==> config.mk <==
export PLATFORM = sky130hd
export DESIGN_NAME = signed_result_display
export DESIGN_NICKNAME = d
export VERILOG_FILES = /design/src/rtl/calc_pkg.sv /design/src/rtl/bcd_to_seven_seg.sv /design/src/rtl/signed_result_display.sv
export SDC_FILE = /design/constraint.sdc
export NUM_CORES = 1
export LEC_CHECK = 0
export ABC_AREA = 0
export CORE_MARGIN = 1
export CORE_UTILIZATION = 58
export DETAILED_ROUTE_END_ITERATION = 8
export GPL_TIMING_DRIVEN = 0
export MAX_ROUTING_LAYER = met4
export PLACE_DENSITY = 0.88
export SLEW_MARGIN = 20
export SYNTH_ARGS = -nofsm -noshare
export SYNTH_HDL_FRONTEND = slang
export SYNTH_SLANG_ARGS = --single-unit
==> constraint.sdc <==
create_clock -name clk -period 2.52 [get_ports clk]
set_input_delay 0.63 -clock clk [delete_from_list [all_inputs] [get_ports clk]]
set_output_delay 0.63 -clock clk [all_outputs]
set_load 0.01 [all_outputs]
==> src/rtl/calc_pkg.sv <==
// calc_pkg: display FSM states, active-high {g..a} segment constants and BCD digit LUT (codes >9 blank)
package calc_pkg;
  typedef enum logic [1:0] {IDLE, CONV, UPDATE} disp_state_t;
  localparam logic [6:0] SEG_BLANK = 7'h00;
  localparam logic [6:0] SEG_MINUS = 7'h40;
  localparam logic [15:0][6:0] SEG_LUT = {{6{SEG_BLANK}}, 7'h6F, 7'h7F, 7'h07, 7'h7D, 7'h6D,
                                          7'h66, 7'h4F, 7'h5B, 7'h06, 7'h3F};
endpackage

==> src/rtl/bcd_to_seven_seg.sv <==
// bcd_to_seven_seg: bcd[4] + blank -> seg[7] active-high {g..a}; blank forces all segments off
module bcd_to_seven_seg
  import calc_pkg::*;
(
  input  logic [3:0] bcd,
  input  logic       blank,
  output logic [6:0] seg
);
  assign seg = blank ? SEG_BLANK : SEG_LUT[bcd];
endmodule

==> src/rtl/signed_result_display.sv <==
// signed_result_display: handshake-captured signed byte -> sign+BCD via double-dabble -> scanned 4-digit 7-seg (clk, rst, result_in/valid/ready, done, seg, an)
module signed_result_display
  import calc_pkg::*;
#(
  parameter int REFRESH_DIV = 100000,
  parameter bit ACTIVE_LOW  = 1'b1
) (
  input  logic       clk,
  input  logic       rst,
  input  logic [7:0] result_in,
  input  logic       result_valid,
  output logic       result_ready,
  output logic       done,
  output logic [6:0] seg,
  output logic [3:0] an
);
  localparam int RW = $clog2(REFRESH_DIV);
  localparam logic [RW-1:0] RC_MAX = RW'(REFRESH_DIV - 1);
  disp_state_t state;
  logic sign, d_sign;
  logic [7:0] mag;
  logic [11:0] bcd, adj, d_bcd;
  logic [2:0] cnt;
  logic [RW-1:0] rc;
  logic [1:0] idx;
  logic [3:0] dig, an_hi;
  logic blk;
  logic [6:0] dec, pat;
  assign result_ready = state == IDLE;
  for (genvar g = 0; g < 3; g++) begin : g_adj
    assign adj[g*4 +: 4] = bcd[g*4 +: 4] >= 4'd5 ? bcd[g*4 +: 4] + 4'd3 : bcd[g*4 +: 4];
  end
  always_ff @(posedge clk) begin
    if (rst) begin
      state <= IDLE;
      done <= 1'b0;
      sign <= 1'b0;
      mag <= '0;
      bcd <= '0;
      cnt <= '0;
      d_sign <= 1'b0;
      d_bcd <= '0;
    end else begin
      done <= 1'b0;
      case (state)
        IDLE: if (result_valid) begin
          state <= CONV;
          sign <= result_in[7];
          mag <= result_in[7] ? -result_in : result_in;
          bcd <= '0;
          cnt <= '0;
        end
        CONV: begin
          {bcd, mag} <= {adj[10:0], mag, 1'b0};
          cnt <= cnt + 3'd1;
          if (cnt == 3'd7) state <= UPDATE;
        end
        default: begin
          state <= IDLE;
          done <= 1'b1;
          d_sign <= sign;
          d_bcd <= bcd;
        end
      endcase
    end
  end
  always_ff @(posedge clk) begin
    if (rst) begin
      rc <= '0;
      idx <= '0;
    end else begin
      rc <= rc == RC_MAX ? '0 : rc + RW'(1);
      if (rc == RC_MAX) idx <= idx + 2'd1;
    end
  end
  // leading-zero suppression: hundreds blank if 0, tens blank only when hundreds also 0
  assign dig = idx == 2'd2 ? d_bcd[11:8] : idx == 2'd1 ? d_bcd[7:4] : d_bcd[3:0];
  assign blk = idx == 2'd2 ? d_bcd[11:8] == 4'd0 : idx == 2'd1 ? d_bcd[11:4] == 8'd0 : 1'b0;
  bcd_to_seven_seg u_dec (.bcd(dig), .blank(blk), .seg(dec));
  assign pat = idx == 2'd3 ? (d_sign ? SEG_MINUS : SEG_BLANK) : dec;
  assign an_hi = 4'b0001 << idx;
  always_ff @(posedge clk) begin
    if (rst) begin
      seg <= ACTIVE_LOW ? ~SEG_LUT[0] : SEG_LUT[0];
      an <= ACTIVE_LOW ? 4'b1110 : 4'b0001;
    end else begin
      seg <= ACTIVE_LOW ? ~pat : pat;
      an <= ACTIVE_LOW ? ~an_hi : an_hi;
    end
  end
endmodule

==> results.cfg, run 1 <==
[routing]
wl_um = 6732
routed_via_density = 5.642
firstDrtPassIters = 4
dr.first_iter.drc_count = 141
wl_per_cell_um = 14.17
drcViolationCount = 0
ant_nets = 0
vias = 2680

[floorplanning]
die_w_um = 77.51
coreArea_mm2 = 0.005507
num_io_pins = 24
start_util = 0.6005
die_y_um = 77.51
die_area_mm2 = 0.006008
rows = 27

[global_routing]
grt_max_degree = 13
gr-total-overflow = 0
grt_pass1_wl_um = 11670
grt_use_total = 0.2521
antenna_found_initial = 0
grt_pass1_vias = 2640

[layout]
drive_above_1_share = 0.08685
synthToLayoutAreaGrowth_pct = 14.79
seq_area_mm2 = 0.001401
fill_cells = 426
multi_input_area_mm2 = 0.001759
fin_nets = 428
diodes = 0

[setup_path]
end_kind = register
path_cells = inv_1 > ha_1 > buf_6 > mux2_2 > mux2i_2 > inv_1 > ha_1 > o2111a_1 > a211o_1
cp-start-kind = register
crit_fanout = 6
path_class = reg -> reg
worst-endpoint-required_ns = 2.77
slowest_stage = dfxtp_1
critPathMaxStageDelay_ns = 0.38
rrSetupSlack_ns = 0.22
critPathArrivalTime_ns = 2.55

[power]
ir_drop_mv = 0.3585
p_leak_uw = 0.001436
power.density_mw_per_mm2 = 557.3
power_uw = 2116

[timing]
fmax_mhz = 434.1
period_needed_ns = 2.303
slew_viol_final = 0
fin_hold_ws_ns = 0.4523
tns_ns = 0
fin_crit_sh = 0.9141
skew_ns = 0.007830
relSlewSlack = 0.6379
setup_viol = 0
final.setup.worst_slack_ns = 0.2165
worst_pin_slew_ns = 0.5431
hold_viol = 0
rsz0062_at_grt = no

[logic_synthesis]
ys.flop_type = dfxtp_1
syn_avg_cell_area_um2 = 9.035
syn-instance-count = 366
synth-seq-cells = 70
synth_cell_types = 50
syn_nets = 396
async_reset_ff_frac = 0
synth_edf_count = 0
syn-cell-area_mm2 = 0.003307
yosysSeqAreaShare = 0.4238
ys_warn_count = 0

[clocking]
root_buffer = clkbuf_8
insertion_delay_ns = 0.35
htree_levels = 3
cts_tree = done
cts.sinks = 70
cts_buffer_depth = 2
post_cts_buffers = 0
path_clk_slew_ns = 0.08
hold_buffers = 0
cts_made_buffers = 9

[outcome]
status = finished clean

[placement]
io_buffers = 21
dp_hpwl_um = 4721
routabilityCongestion = 0.8346
place_ws_ns = 0.03774

[worst_hold_path]
holdCritPathClass = reg -> reg

[job]
maxCapViolations = 0
==> area by class of cell <==
type | instances | share of cell area
Buffer | 18 | 0.02175
Sequential cell | 70 | 0.3691
Multi-Input combinational cell | 260 | 0.4634
Clock inverter | 5 | 0.008899
Clock buffer | 11 | 0.03988
Tap cell | 72 | 0.02373
Inverter | 18 | 0.01780
Timing Repair Buffer | 21 | 0.05537
==> layer usage <==
metal	vias up	wire length, µm	part of all wire	GRT usage
li1	1324	-	-	-
met1	1273	2937	0.44	0.2850
met2	71	3354	0.50	0.4150
met3	12	332	0.049	0.07647
met4	0	107	0.016	0.1019
met5	-	0	0	-
==> Yosys cell counts, drive strengths merged, types with 3 or more instances <==
cell | number | share of area
nor4 | 5 | 0.0095
nand3 | 11 | 0.017
nor3 | 6 | 0.0091
o211ai | 3 | 0.0068
mux2 | 4 | 0.015
nand2b | 8 | 0.015
nand2 | 21 | 0.024
clkbuf | 11 | 0.012
o221ai | 4 | 0.011
nand4 | 5 | 0.0095
mux2i | 22 | 0.070
xnor2 | 16 | 0.042
buf | 7 | 0.012
o21ai | 8 | 0.012
a21oi | 23 | 0.037
a21o | 3 | 0.0072
nor2 | 59 | 0.068
a22oi | 7 | 0.016
xor2 | 10 | 0.026
inv | 18 | 0.020
ha | 19 | 0.072
dfxtp | 70 | 0.42
==> state kept, by name, indices dropped and copies added, names as in the netlist <==
signal / cells
idx: 2
seg: 7
bcd: 12
cnt: 3
state: 2
d_bcd: 12
done: 1
rc: 17
an: 4
sign: 1
d_sign: 1
mag: 8
==> logic make-up after synthesis <==
logic type / synth area share
flops: 0.4238
compound gates: 0.1245
xor+xnor: 0.06886
simple gates: 0.1805
buf+inv: 0.04540
mux: 0.08513
fa+ha+maj: 0.07189
==> critical path, delay by kind of cell, from the launching register on <==
kind / cells / cell delay (ns)
buffers and inverters: 3 / 0.33
DFF: 1 / 0.38
AOI/OAI and AO/OA: 2 / 0.51
adders and majority gates: 2 / 0.42
muxes: 2 / 0.57
==> path summary, 6_finish.rpt <==
| check | from | endpoint | cells after the start |
|---|---|---|---|
| setup / recovery | idx[1]$_SDFFE_PP0N_ | seg[6]$_SDFF_PP1_ | 9 |
| hold / removal | rc[0]$_SDFF_PP0_ | rc[0]$_SDFF_PP0_ | 1 |
| setup reg to reg | idx[1]$_SDFFE_PP0N_ | seg[6]$_SDFF_PP1_ | 9 |
| hold reg to reg | rc[0]$_SDFF_PP0_ | rc[0]$_SDFF_PP0_ | 1 |
==> timing repair <==
action,4_1_cts,5_1_grt
endpoints found under the hold margin,0,0
setup endpoints to repair,0,3
gates resized for setup,0,1
==> power breakdown <==
group / internal, µW / switching [µW] / total, µW
Sequential: 1130 / 15.6 / 1140
Combinational: 56.6 / 89.0 / 146
Clock: 408 / 420 / 828
Total: 1590 / 525 / 2120
==> through the flow <==
stage / instance area (µm²) / cells / utilization
final: 3796 / 475 / 0.6894
after global routing: 3796 / 475 / 0.6894
after CTS: 3792 / 475 / 0.6887
after detailed placement: 3607 / 459 / 0.6551
after global placement: 3607 / 459 / 0.6551
after floorplan: 3307 / 366 / -
==> placed cells by master (no fill, tap or decap), types with 10 or more instances in the layout <==
cell type         n
inv_1            18
a21oi_1          21
nor2_1           58
xnor2_1          16
nand2_1          21
clkdlybuf4s50_1  21
clkbuf_8         11
clkbuf_1         11
mux2i_1          20
nand3_1          11
dfxtp_1          70
xor2_1           10
ha_1             19
Power figures use the tool's default switching activity.
==> inputs of run 2 (changes only) <==
--- a/config.mk
+++ b/config.mk
@@ -8,6 +8,7 @@
 export ABC_AREA = 0
 export CORE_MARGIN = 1
 export CORE_UTILIZATION = 58
+export CTS_CLUSTER_SIZE = 25
 export DETAILED_ROUTE_END_ITERATION = 8
 export GPL_TIMING_DRIVEN = 0
 export MAX_ROUTING_LAYER = met4
==> results of run 2 <==
Final layout, timing and power as in run 1 (identical DEF).
==> inputs of run 3 (changes only) <==
--- a/config.mk
+++ b/config.mk
@@ -6,6 +6,7 @@
 export NUM_CORES = 1
 export LEC_CHECK = 0
 export ABC_AREA = 0
+export ABC_CLOCK_PERIOD_IN_PS = 2520
 export CORE_MARGIN = 1
 export CORE_UTILIZATION = 58
 export CTS_CLUSTER_SIZE = 25
@@ -13,6 +14,7 @@
 export GPL_TIMING_DRIVEN = 0
 export MAX_ROUTING_LAYER = met4
 export PLACE_DENSITY = 0.88
+export RECOVER_POWER = 50
 export SLEW_MARGIN = 20
 export SYNTH_ARGS = -nofsm -noshare
 export SYNTH_HDL_FRONTEND = slang
==> results.cfg, run 3 (same netlist as run 1, synthesis figures left out) <==
[floorplanning]
start_util = 0.6005
die_area_mm2 = 0.006008
num_io_pins = 24
rows = 27
die_w_um = 77.51
coreArea_mm2 = 0.005507
die_y_um = 77.51

[layout]
final_area_mm2 = 0.003794
diodes = 0
fin_nets = 428
drive_above_1_share = 0.08189
finish.utilization = 0.6889
layout.cells.most_common = dfxtp_1
top_regs = rc x17, bcd x12, d_bcd x12
top_register = rc
final_cell_mix = 70 x dfxtp_1, 58 x nor2_1, 21 x nand2_1, 21 x a21oi_1, 20 x mux2i_1
layoutNonFillerInstCount = 475
largest_register_ffs = 17
synthToLayoutAreaGrowth_pct = 14.72

[power]
ir_drop_mv = 0.3585
comb_power_share = 0.069
switching_share = 0.2473
power.density_mw_per_mm2 = 557.0
p_leak_uw = 0.001438
intPower_uw = 1590
p_sw_uw = 522.6
p_seq_frac = 0.540
clockPowerShare = 0.391

[setup_path]
worst-endpoint-required_ns = 2.76
path_class = reg -> reg
crit_fanout = 6
reg2reg_depth = 9
critPathArrivalTime_ns = 2.55
cp-start-kind = register
end_kind = register

[routing]
dr.first_iter.drc_count = 136
wl_um = 6691
routed_via_density = 5.613
vias = 2666
wl_per_cell_um = 14.09
drcViolationCount = 0
ant_nets = 0
firstDrtPassIters = 5

[clocking]
cts.sinks = 70
cts_buffer_depth = 2
htree_levels = 3
cts_made_buffers = 9
insertion_delay_ns = 0.35
root_buffer = clkbuf_8
cts_tree = done
path_clk_slew_ns = 0.07
post_cts_buffers = 0

[worst_hold_path]
min_path_cells = 1
holdCritPathClass = reg -> reg

[placement]
placed_cells = 459
dp_hpwl_um = 4721
place_area_mm2 = 0.003607
routabilityCongestion = 0.8346
io_buffers = 21

[timing]
hold_viol = 0
fin_crit_sh = 0.9151
worst_pin_slew_ns = 0.6731
period_needed_ns = 2.306
tns_ns = 0
fmax_mhz = 433.7
relSlewSlack = 0.5513
fin_hold_ws_ns = 0.4523
slew_viol_final = 0
setup_viol = 0
rsz0062_at_grt = no
skew_ns = 0.007554

[job]
maxCapViolations = 0

[global_routing]
antenna_found_initial = 0
grt_max_degree = 13
gr-total-overflow = 0
grt_pass1_wl_um = 11670
grt_pass1_vias = 2640
grt_use_total = 0.2521

[outcome]
status = finished clean
run 3: power groups by stage:
stage               combinational (µW)  clock (µW)  sequential (µW)
global placement                   139           0             1170
finish                             145         827             1140
global route                       162         895             1140
CTS                                146         833             1140
detailed placement                 144           0             1170
floorplan                         94.8           0             1160
run 3: final cells by class:
| class | instances | area [µm²] |
|---|---|---|
| Timing Repair Buffer | 21 | 210.2 |
| Buffer | 18 | 80.08 |
| Multi-Input combinational cell | 260 | 1759 |
| Inverter | 18 | 67.56 |
| Tap cell | 72 | 90.09 |
| Clock buffer | 11 | 151.4 |
| Fill cell | 428 | 1713 |
| Sequential cell | 70 | 1401 |
| Clock inverter | 5 | 33.78 |
run 3: what timing repair did:
| action | CTS | global route |
|---|---|---|
| setup endpoints to repair | 0 | 3 |
| resized for setup | 0 | 1 |
| hold buffers | 0 | 0 |
run 3: final timing paths:
path	startpoint	to	slack, ns
max reg2reg	idx[1]$_SDFFE_PP0N_	seg[6]$_SDFF_PP1_	0.21
min reg2reg	rc[0]$_SDFF_PP0_	rc[0]$_SDFF_PP0_	0.45
min	rc[0]$_SDFF_PP0_	rc[0]$_SDFF_PP0_	0.45
max	idx[1]$_SDFFE_PP0N_	seg[6]$_SDFF_PP1_	0.21
run 3: per-layer routing:
layer	vias up	wire length (µm)	global-route usage
met1	1257	2877	0.2850
li1	1321	-	-
met5	-	0	-
met2	79	3355	0.4150
met3	9	378	0.07647
met4	0	79	0.1019
run 3: through the flow:
step	setup slack [ns]	power [µW]
6_report	0.2140	2113
5_1_grt	0.05971	2200
4_1_cts	0.1269	2120
3_5_place_dp	0.03774	1310
3_3_place_gp	0.1242	1304
2_1_floorplan	0.3513	1257
run 3: worst max-delay path, stage by stage, from the launching register on:
cell and delay (ns):
dfxtp_1 0.38, inv_1 0.08, ha_1 0.19, buf_6 0.13, mux2_2 0.29, mux2i_2 0.28, inv_1 0.12, ha_1 0.23
o2111a_1 0.25, a211o_1 0.26
==> RTL edit, RTL diff (settings of run 2) <==
The 3 states of `disp_state_t` get a one-hot encoding in 3 bits.
--- a/src/rtl/calc_pkg.sv
+++ b/src/rtl/calc_pkg.sv
@@ -1,6 +1,6 @@
 // calc_pkg: display FSM states, active-high {g..a} segment constants and BCD digit LUT (codes >9 blank)
 package calc_pkg;
-  typedef enum logic [1:0] {IDLE, CONV, UPDATE} disp_state_t;
+  typedef enum logic [2:0] {IDLE = 3'b001, CONV = 3'b010, UPDATE = 3'b100} disp_state_t;
   localparam logic [6:0] SEG_BLANK = 7'h00;
   localparam logic [6:0] SEG_MINUS = 7'h40;
   localparam logic [15:0][6:0] SEG_LUT = {{6{SEG_BLANK}}, 7'h6F, 7'h7F, 7'h07, 7'h7D, 7'h6D,
Behaviour: no difference found for any inputs over 10 cycles, from zero or initial values and one cycle with rst high; not proved beyond that.
==> RTL edit against run 2 <==
Worst hold slack better by 0.0076 ns. Setup slack worse by 0.051 ns. Design area down 0.13%. Power up 3.9%. Critical path depth unchanged. Sequential cell count up 1. Area after synthesis down 0.15%. Wire length down 3.4%.
==> RTL edit: results (changes against run 2) <==
[hold_path]
worstHoldEndpoint=mag[4]$_SDFFE_PP0P_
min_from=mag[3]$_SDFFE_PP0P_
hold_path_class=reg -> reg

[logic_synthesis]
synth.distinct_cells=53  ; +6.0%
synthArstFlopShare_pct=0  ; unchanged
syn_nets=393  ; -0.76%
ys_top_cells_by_count=dfxtp_1 (71), nor2_1 (37), nand2_1 (28)
synth-seq-area-share_pct=43.0  ; +0.67 points
synth_area_leaders=dfxtp_1 (43%), ha_1 (7.2%), nor2_1 (4.2%)

[power]
leakagePower_nw=1.42  ; -1.2%
p_seq_share_pct=52.6  ; -1.4 points
ir_drop_v=0.000401  ; +12%
switching_share_pct=22.5  ; -2.3 points
comb_power_uw=166  ; +14%
p_clk_share_pct=39.8  ; +0.6 points

[route]
viasPerCell=5.71  ; +1.2%
dr.max_layer_used=met4
wirelength_um=6510  ; -3.4%
via_count=2677  ; -0.11%
drtIter0Drc=97  ; -31%
wl_met3_um=277  ; -17%
drt-met1-wl_um=2800  ; -4.7%
routed-wl-met2_um=3310  ; -1.3%

[place]
place_area_um2=3600  ; -0.14%
dp_hpwl_um=4670  ; -1.1%
place_inst=456  ; -0.65%
dp_slack_ns=0.0945  ; +0.0568 ns
place_congestion=0.815  ; -2.3%

[finish]
fin_nets=425  ; -0.70%
final_area_um2=3790  ; -0.13%
drive_gt1_share_pct=9.57  ; +0.89 points
nFillCells=427  ; +0.23%

[sta]
skew_ns=0.00905  ; +0.00122 ns

[global_routing]
grt_pass1_vias=2571  ; -2.6%
met3_usage_pct=6.82  ; -0.82 points
track_usage_pct=24.1  ; -1.1 points
grt_pass1_wl_um=11100  ; -5.0%
use_met1_pct=25.6  ; -2.9 points
grt_max_degree=11  ; -2
use_met2_pct=42.6  ; +1.1 points

[run_status]
status=complete, no violations

[worst_setup_path]
r2r_slack_ns=0.17  ; -0.05 ns
arrival_ns=2.58  ; +0.03 ns

==> RTL edit: worst max path at each step <==
stage          cells after the start  slack [ns]           startpoint                 to
2_1_floorplan                      9        0.35  idx[1]$_SDFFE_PP0N_  seg[6]$_SDFF_PP1_
6_report                           9        0.17  idx[1]$_SDFFE_PP0N_  seg[6]$_SDFF_PP1_
5_1_grt                            9        0.04  idx[1]$_SDFFE_PP0N_  seg[6]$_SDFF_PP1_
3_5_place_dp                       8        0.09  idx[0]$_SDFFE_PP0N_  seg[6]$_SDFF_PP1_
3_3_place_gp                       8        0.20  idx[0]$_SDFFE_PP0N_  seg[6]$_SDFF_PP1_
4_1_cts                            8        0.08  idx[0]$_SDFFE_PP0N_  seg[6]$_SDFF_PP1_
==> RTL edit: cell families after synthesis <==
kind of cell	count (synthesis)	synth area share (%)
AOI/OAI and AO/OA	72	14.3
muxes	13	4.58
adders and majority gates	19	7.20
buffers and inverters	33	4.62
DFF	71	43.0
and+or+nand+nor	129	19.3
xor gates and xnor gates	26	6.90
==> RTL edit: critical path, delay by kind of cell, from the launching register on <==
kind,cells,cell delay (ns)
buffers and inverters,3,0.33
muxes,2,0.58
DFF,1,0.38
AOI/OAI and AO/OA,2,0.52
adders and majority gates,2,0.42
==> RTL edit: final cells by class <==
| type | count | area share (%) |
|---|---|---|
| clock inverters | 1 | 0.792 |
| inverters | 14 | 1.39 |
| flip-flops and latches | 71 | 37.5 |
| well taps | 72 | 2.38 |
| repair buffers | 21 | 5.54 |
| clock buffers | 12 | 4.09 |
| plain buffers | 19 | 2.64 |
| multi-input cells | 259 | 45.7 |
